File: config.mk
export PLATFORM = sky130hd
export DESIGN_NAME = counter_bcd_ndigit
export DESIGN_NICKNAME = d
export VERILOG_FILES = /design/src/rtl/bcd_pkg.sv /design/src/rtl/bcd_digit.sv /design/src/rtl/counter_bcd_ndigit.sv
export SDC_FILE = /design/constraint.sdc
export NUM_CORES = 1
export LEC_CHECK = 0
export BUFFER_PORTS_ARGS = -buffer_cell sky130_fd_sc_hd__buf_2
export CAP_MARGIN = 20
export CORE_MARGIN = 4
export CORE_UTILIZATION = 45
export DETAILED_ROUTE_END_ITERATION = 10
export GPL_ROUTABILITY_DRIVEN = 0
export HOLD_SLACK_MARGIN = 0.03
export PLACE_DENSITY = 0.67
export SETUP_SLACK_MARGIN = 0.2
export SYNTH_ARGS = -nofsm -noshare
export SYNTH_HDL_FRONTEND = slang
export SYNTH_SLANG_ARGS = --single-unit
File: constraint.sdc
create_clock -name clk -period 6.72 [get_ports clk]
set_input_delay 0.672 -clock clk [delete_from_list [all_inputs] [get_ports clk]]
set_output_delay 0.672 -clock clk [all_outputs]
set_load 0.02 [all_outputs]
File: src/rtl/bcd_pkg.sv
// Shared BCD definitions for the multi-digit counter: digit type, bounds, clamp helper.
// Latency: none (types, constants and a pure function only).
// Backpressure: none.
package bcd_pkg;

    typedef logic [3:0] digit_t;

    localparam digit_t BCD_MAX = 4'd9;
    localparam digit_t BCD_MIN = 4'd0;

    // Any 4-bit code above 9 is not a decimal digit; pin it to the largest legal one.
    function automatic digit_t bcd_clamp(input digit_t d);
        return (d > BCD_MAX) ? BCD_MAX : d;
    endfunction

endpackage

File: src/rtl/bcd_digit.sv
// One BCD digit of the ripple counter: next-digit value plus carry/borrow out.
// Latency: purely combinational, no registers.
// Backpressure: none; the result is valid whenever the inputs are.
//
// Ports: digit_in (current digit), step (count enable), dir (0 up / 1 down),
//        cin (carry/borrow from lower digit), digit_out (next digit), cout.
module bcd_digit
    import bcd_pkg::*;
(
    input  digit_t digit_in,
    input  logic   step,
    input  logic   dir,
    input  logic   cin,
    output digit_t digit_out,
    output logic   cout
);

    always_comb begin
        digit_out = digit_in;
        cout      = 1'b0;
        if (step && cin) begin
            if (!dir) begin
                // A 9 rolls to 0 and hands the increment to the next digit.
                if (digit_in >= BCD_MAX) begin
                    digit_out = BCD_MIN;
                    cout      = 1'b1;
                end else begin
                    digit_out = digit_in + 4'd1;
                end
            end else begin
                // A 0 rolls to 9 and borrows from the next digit.
                if (digit_in == BCD_MIN) begin
                    digit_out = BCD_MAX;
                    cout      = 1'b1;
                end else begin
                    digit_out = digit_in - 4'd1;
                end
            end
        end
    end

endmodule

File: src/rtl/counter_bcd_ndigit.sv
// N-digit BCD up/down counter with load, enable, wrap/saturate and boundary pulses.
// Latency: 1 cycle from sampled inputs to count and all flags (all registered).
// Backpressure: none; a step, load or reset is accepted every cycle.
//
// Ports: clk, rst (sync, active high), en, dir (0 up / 1 down), sat (1 = saturate),
//        load + data (BCD, digits >9 clamped), count, sup, inf, load_err.
module counter_bcd_ndigit
    import bcd_pkg::*;
#(
    parameter int DIGITS = 4
) (
    input  logic                  clk,
    input  logic                  rst,
    input  logic                  en,
    input  logic                  dir,
    input  logic                  sat,
    input  logic                  load,
    input  logic [4*DIGITS-1:0]   data,
    output logic [4*DIGITS-1:0]   count,
    output logic                  sup,
    output logic                  inf,
    output logic                  load_err
);

    logic [4*DIGITS-1:0] count_q, count_d;
    logic                sup_q, sup_d;
    logic                inf_q, inf_d;
    logic                load_err_q, load_err_d;

    // Ripple chain: chain[i] is the carry/borrow into digit i. Digit 0 always
    // steps when enabled, so its input is tied high.
    logic [DIGITS:0]     chain;
    logic [4*DIGITS-1:0] step_val;

    assign chain[0] = 1'b1;

    for (genvar g = 0; g < DIGITS; g++) begin : g_digit
        bcd_digit u_digit (
            .digit_in  (count_q[4*g +: 4]),
            .step      (en),
            .dir       (dir),
            .cin       (chain[g]),
            .digit_out (step_val[4*g +: 4]),
            .cout      (chain[g+1])
        );
    end

    // Load path: clamp every digit and note whether any needed clamping.
    logic [4*DIGITS-1:0] load_val;
    logic                load_bad;

    always_comb begin
        load_val = '0;
        load_bad = 1'b0;
        for (int i = 0; i < DIGITS; i++) begin
            load_val[4*i +: 4] = bcd_clamp(data[4*i +: 4]);
            if (data[4*i +: 4] > BCD_MAX) begin
                load_bad = 1'b1;
            end
        end
    end

    // A carry/borrow out of the top digit means every digit sat at the
    // boundary value for this direction: all 9s going up, all 0s going down.
    // In that case step_val is already the wrapped value.
    always_comb begin
        count_d    = count_q;
        sup_d      = 1'b0;
        inf_d      = 1'b0;
        load_err_d = 1'b0;
        if (load) begin
            count_d    = load_val;
            load_err_d = load_bad;
        end else if (en) begin
            if (chain[DIGITS]) begin
                sup_d   = ~dir;
                inf_d   = dir;
                count_d = sat ? count_q : step_val;
            end else begin
                count_d = step_val;
            end
        end
    end

    always_ff @(posedge clk) begin
        if (rst) begin
            count_q    <= '0;
            sup_q      <= 1'b0;
            inf_q      <= 1'b0;
            load_err_q <= 1'b0;
        end else begin
            count_q    <= count_d;
            sup_q      <= sup_d;
            inf_q      <= inf_d;
            load_err_q <= load_err_d;
        end
    end

    assign count    = count_q;
    assign sup      = sup_q;
    assign inf      = inf_q;
    assign load_err = load_err_q;

endmodule

==> results.txt <==
Crit path from - count[4]
Final ANT Viol Nets - 0
HPWL after DPL - 3855 um
CTS max path bufs - 2
Fin crit share - 36.07%
Final hold vios - 0
Die area - 5651 sq um
Critical path launch point type - register
Hold Path Class - register to register
Max VDD drop - 0.1021 mV
CTS tree - done
Synth Cell Area - 2031 sq um
Grt ovf - 0
Synth top area cells - dfxtp_1 (19%), ha_1 (8.0%), a21oi_1 (3.7%)
Crit path max fanout - 9
DRC violations left - 0
Synth top area share - 18.73%
Critical Path End - count[10]
Setup bufs post-CTS - 0
DRT iter0 DRCs - 147
Status - finished, final reports clean
GRT Total Usage - 18.99%
Die Wd - 75.18 um
Core Area - 4354 sq um
Crit-path slowest cell - dfxtp_1
Final setup viols - 0
MaxCap Viol Count - 0
Share of cells above drive strength 1 - 22.89%
Power density over the cells - 175.9 nW/um^2
Largest net degree at the start of global routing - 33
Levels on crit path - 7
Clk_lat worst skew - 0.26 ns
Die H - 75.18 um
Sum of buffers and inverters on the critical path - 1
CTS buffer count - 3
IO buf count - 40
FILL cells - 421
Critical path's largest stage delay - 0.52 ns
Worst Skew - 0.007032 ns
Kind of critical path - register to register
#FFs+latches synth - 19
ANT cells - 0
Pins Over Slew Limit - 0
Routed length per instance - 15.79 um
Area grow syn2layout - 12.20%
# IOs - 41
FMAX - 0.4126 GHz
Synth async-reset ratio - 0%
Number of global-route vias before repair - 1,803
Seq/Total Area, Yosys - 18.73%
CP Capture Type - register
CTS sink cnt - 19
Tightest Pin Transition - 0.5861 ns
CP cell instances - inv_1 -> ha_1 -> nor3b_2 -> o22ai_1 -> nand4_2 -> o21ai_2 -> mux2_1
Distinct cells, synth - 67
CP Data Arrival Time - 2.58 ns
Synth warn - 0
RSZ-0062 raised after global routing - false
FF-to-FF End - count[10]
Pre-CTS setup slack - 4.061 ns
Nets - 320
Crit path required time - 6.88 ns
Min Tclk post-route - 2.424 ns
Main synth FF type - dfxtp_1
Hold buffers post-CTS - 0
RR Startpoint - count[4]
Post-synthesis area per instance - 8.026 sq um
EDFF count, synth - 0
Syn_nets - 288
Yosys top cell by area - dfxtp_1
Starting Density - 46.64%
Worst rel slew slack - 60.93%
CP top delay family - compound AO/OA/AOI/OAI gates
Root buf cell - clkbuf_8
Post-CTS sizing - 0
Via/cell ratio - 6.098
Cell Rows - 24
Reg2Reg Depth - 7
Final setup margin - 4.296 ns
Leakage power - 0.9616 nW
R2R Setup Slk - 4.30 ns
Synthesized instance count - 253
Vias - 2,049
Clock-pin slew on the worst setup and hold paths - 0.08 ns
Antenna violations before repair - 0
First-pass GRT wire length - 8500 um
Final TNS setup - 0 ns
Final wirelength - 5306 um
Clock H-tree levels - 1
Drt first pass iters - 4
## through the flow
step           total power (W)  hold slack (ns)  std cells  instance area, sq um  utilization [%]
3_3_place_gp         0.0003153           0.5521        332                  2233            51.29
6_report             0.0004009           0.5697        336                  2278            52.33
2_1_floorplan        0.0002749           0.5947        253                  2031                -
3_5_place_dp         0.0003171           0.5516        332                  2233            51.29
5_1_grt              0.0004247           0.5839        336                  2278            52.33
4_1_cts              0.0004013           0.5651        336                  2278            52.33
## logic make-up (layout without fill, tap and decap cells)
group | after synthesis | in the layout | share of synthesized area, %
buf+inv | 34 | 65 | 6.962
fa+ha+maj | 13 | 13 | 8.010
mux | 9 | 9 | 4.560
xor+xnor | 1 | 1 | 0.4314
simple gates | 88 | 88 | 25.32
compound gates | 89 | 89 | 35.98
flops | 19 | 19 | 18.73
## layer usage
layer	vias up	part of all wire, %	track usage (%)
met4	0	0.90	5.437
met2	64	46	31.04
met3	5	7.0	3.471
met5	-	0	0
met1	955	46	25.56
li1	1025	-	-
## layout make-up
type	instances	area, sq um	share of cell area (%)
repair buffers	40	200.2	8.786
well taps	52	65.06	2.856
multi-input cells	200	1509	66.23
flip-flops and latches	19	380.4	16.69
clock buffers	4	45.04	1.977
inverters	21	78.83	3.460
## placed cells by master (no fill, tap or decap), types with 2 or more instances in the layout
| cell type | n |
|---|---|
| nor3_1 | 4 |
| a221o_1 | 2 |
| a31oi_1 | 4 |
| a311o_1 | 2 |
| a21oi_1 | 15 |
| nor2_1 | 20 |
| inv_1 | 19 |
| a311oi_1 | 5 |
| a41oi_1 | 3 |
| and2_1 | 2 |
| o221ai_1 | 2 |
| and4bb_2 | 2 |
| and2b_2 | 2 |
| or3_1 | 4 |
| ha_1 | 13 |
| or3b_4 | 2 |
| o21ai_0 | 15 |
| nand4_1 | 2 |
| nor4_1 | 3 |
| nand3_1 | 5 |
| dfxtp_1 | 19 |
| o311a_1 | 2 |
| a211o_1 | 2 |
| nand2b_1 | 2 |
| o211ai_1 | 10 |
| o21bai_1 | 4 |
| nand3b_1 | 6 |
| nand2_1 | 20 |
| and3_1 | 2 |
| o22ai_1 | 2 |
| nor2b_1 | 3 |
| o31ai_1 | 2 |
| o41ai_1 | 2 |
| clkbuf_8 | 3 |
| buf_2 | 40 |
| mux2i_1 | 7 |
| clkinv_1 | 2 |
## power by group
group / internal, W / switching, W / total (W)
Combinational: 0.0000730 / 0.0000979 / 0.000171
Clock: 0.0000423 / 0.0000425 / 0.0000848
Sequential: 0.000122 / 0.0000228 / 0.000145
Total: 0.000238 / 0.000163 / 0.000401
## sequential cells by signal, indices dropped and copies added, names as in the netlist
name,cells
count,16
load_err,1
inf,1
sup,1
## worst min-delay path, cell delays in order, from the launching register on
cell and delay, ns:
dfxtp_1 0.38, nand2_1 0.08, mux2i_1 0.06
## how the worst min path moves through the flow
stage | slack, ns | startpoint | endpoint | cells after the start
finish | 0.57 | count[9] | count[9] | 2
global route | 0.58 | count[9] | count[9] | 2
CTS | 0.57 | count[1] | count[1] | 2
detailed placement | 0.55 | count[9] | count[9] | 2
global placement | 0.55 | count[9] | count[9] | 2
floorplan | 0.59 | count[9] | count[9] | 2
## synthesized netlist by cell type (all sizes together), types with 3 or more instances
master and instances:
mux2i 7, nor3 4, clkbuf 6, and4bb 3
nand3 5, nor2 21, or3 4, o21bai 5
nand3b 6, dfxtp 19, o22ai 3, inv 19
nand4 3, or3b 3, a21oi 15, a31oi 4
ha 13, nor4 3, o21ai 16, buf 7
nor2b 3, o211ai 10, nand2 20, a41oi 4
a311oi 5
Power figures use the tool's default switching activity.
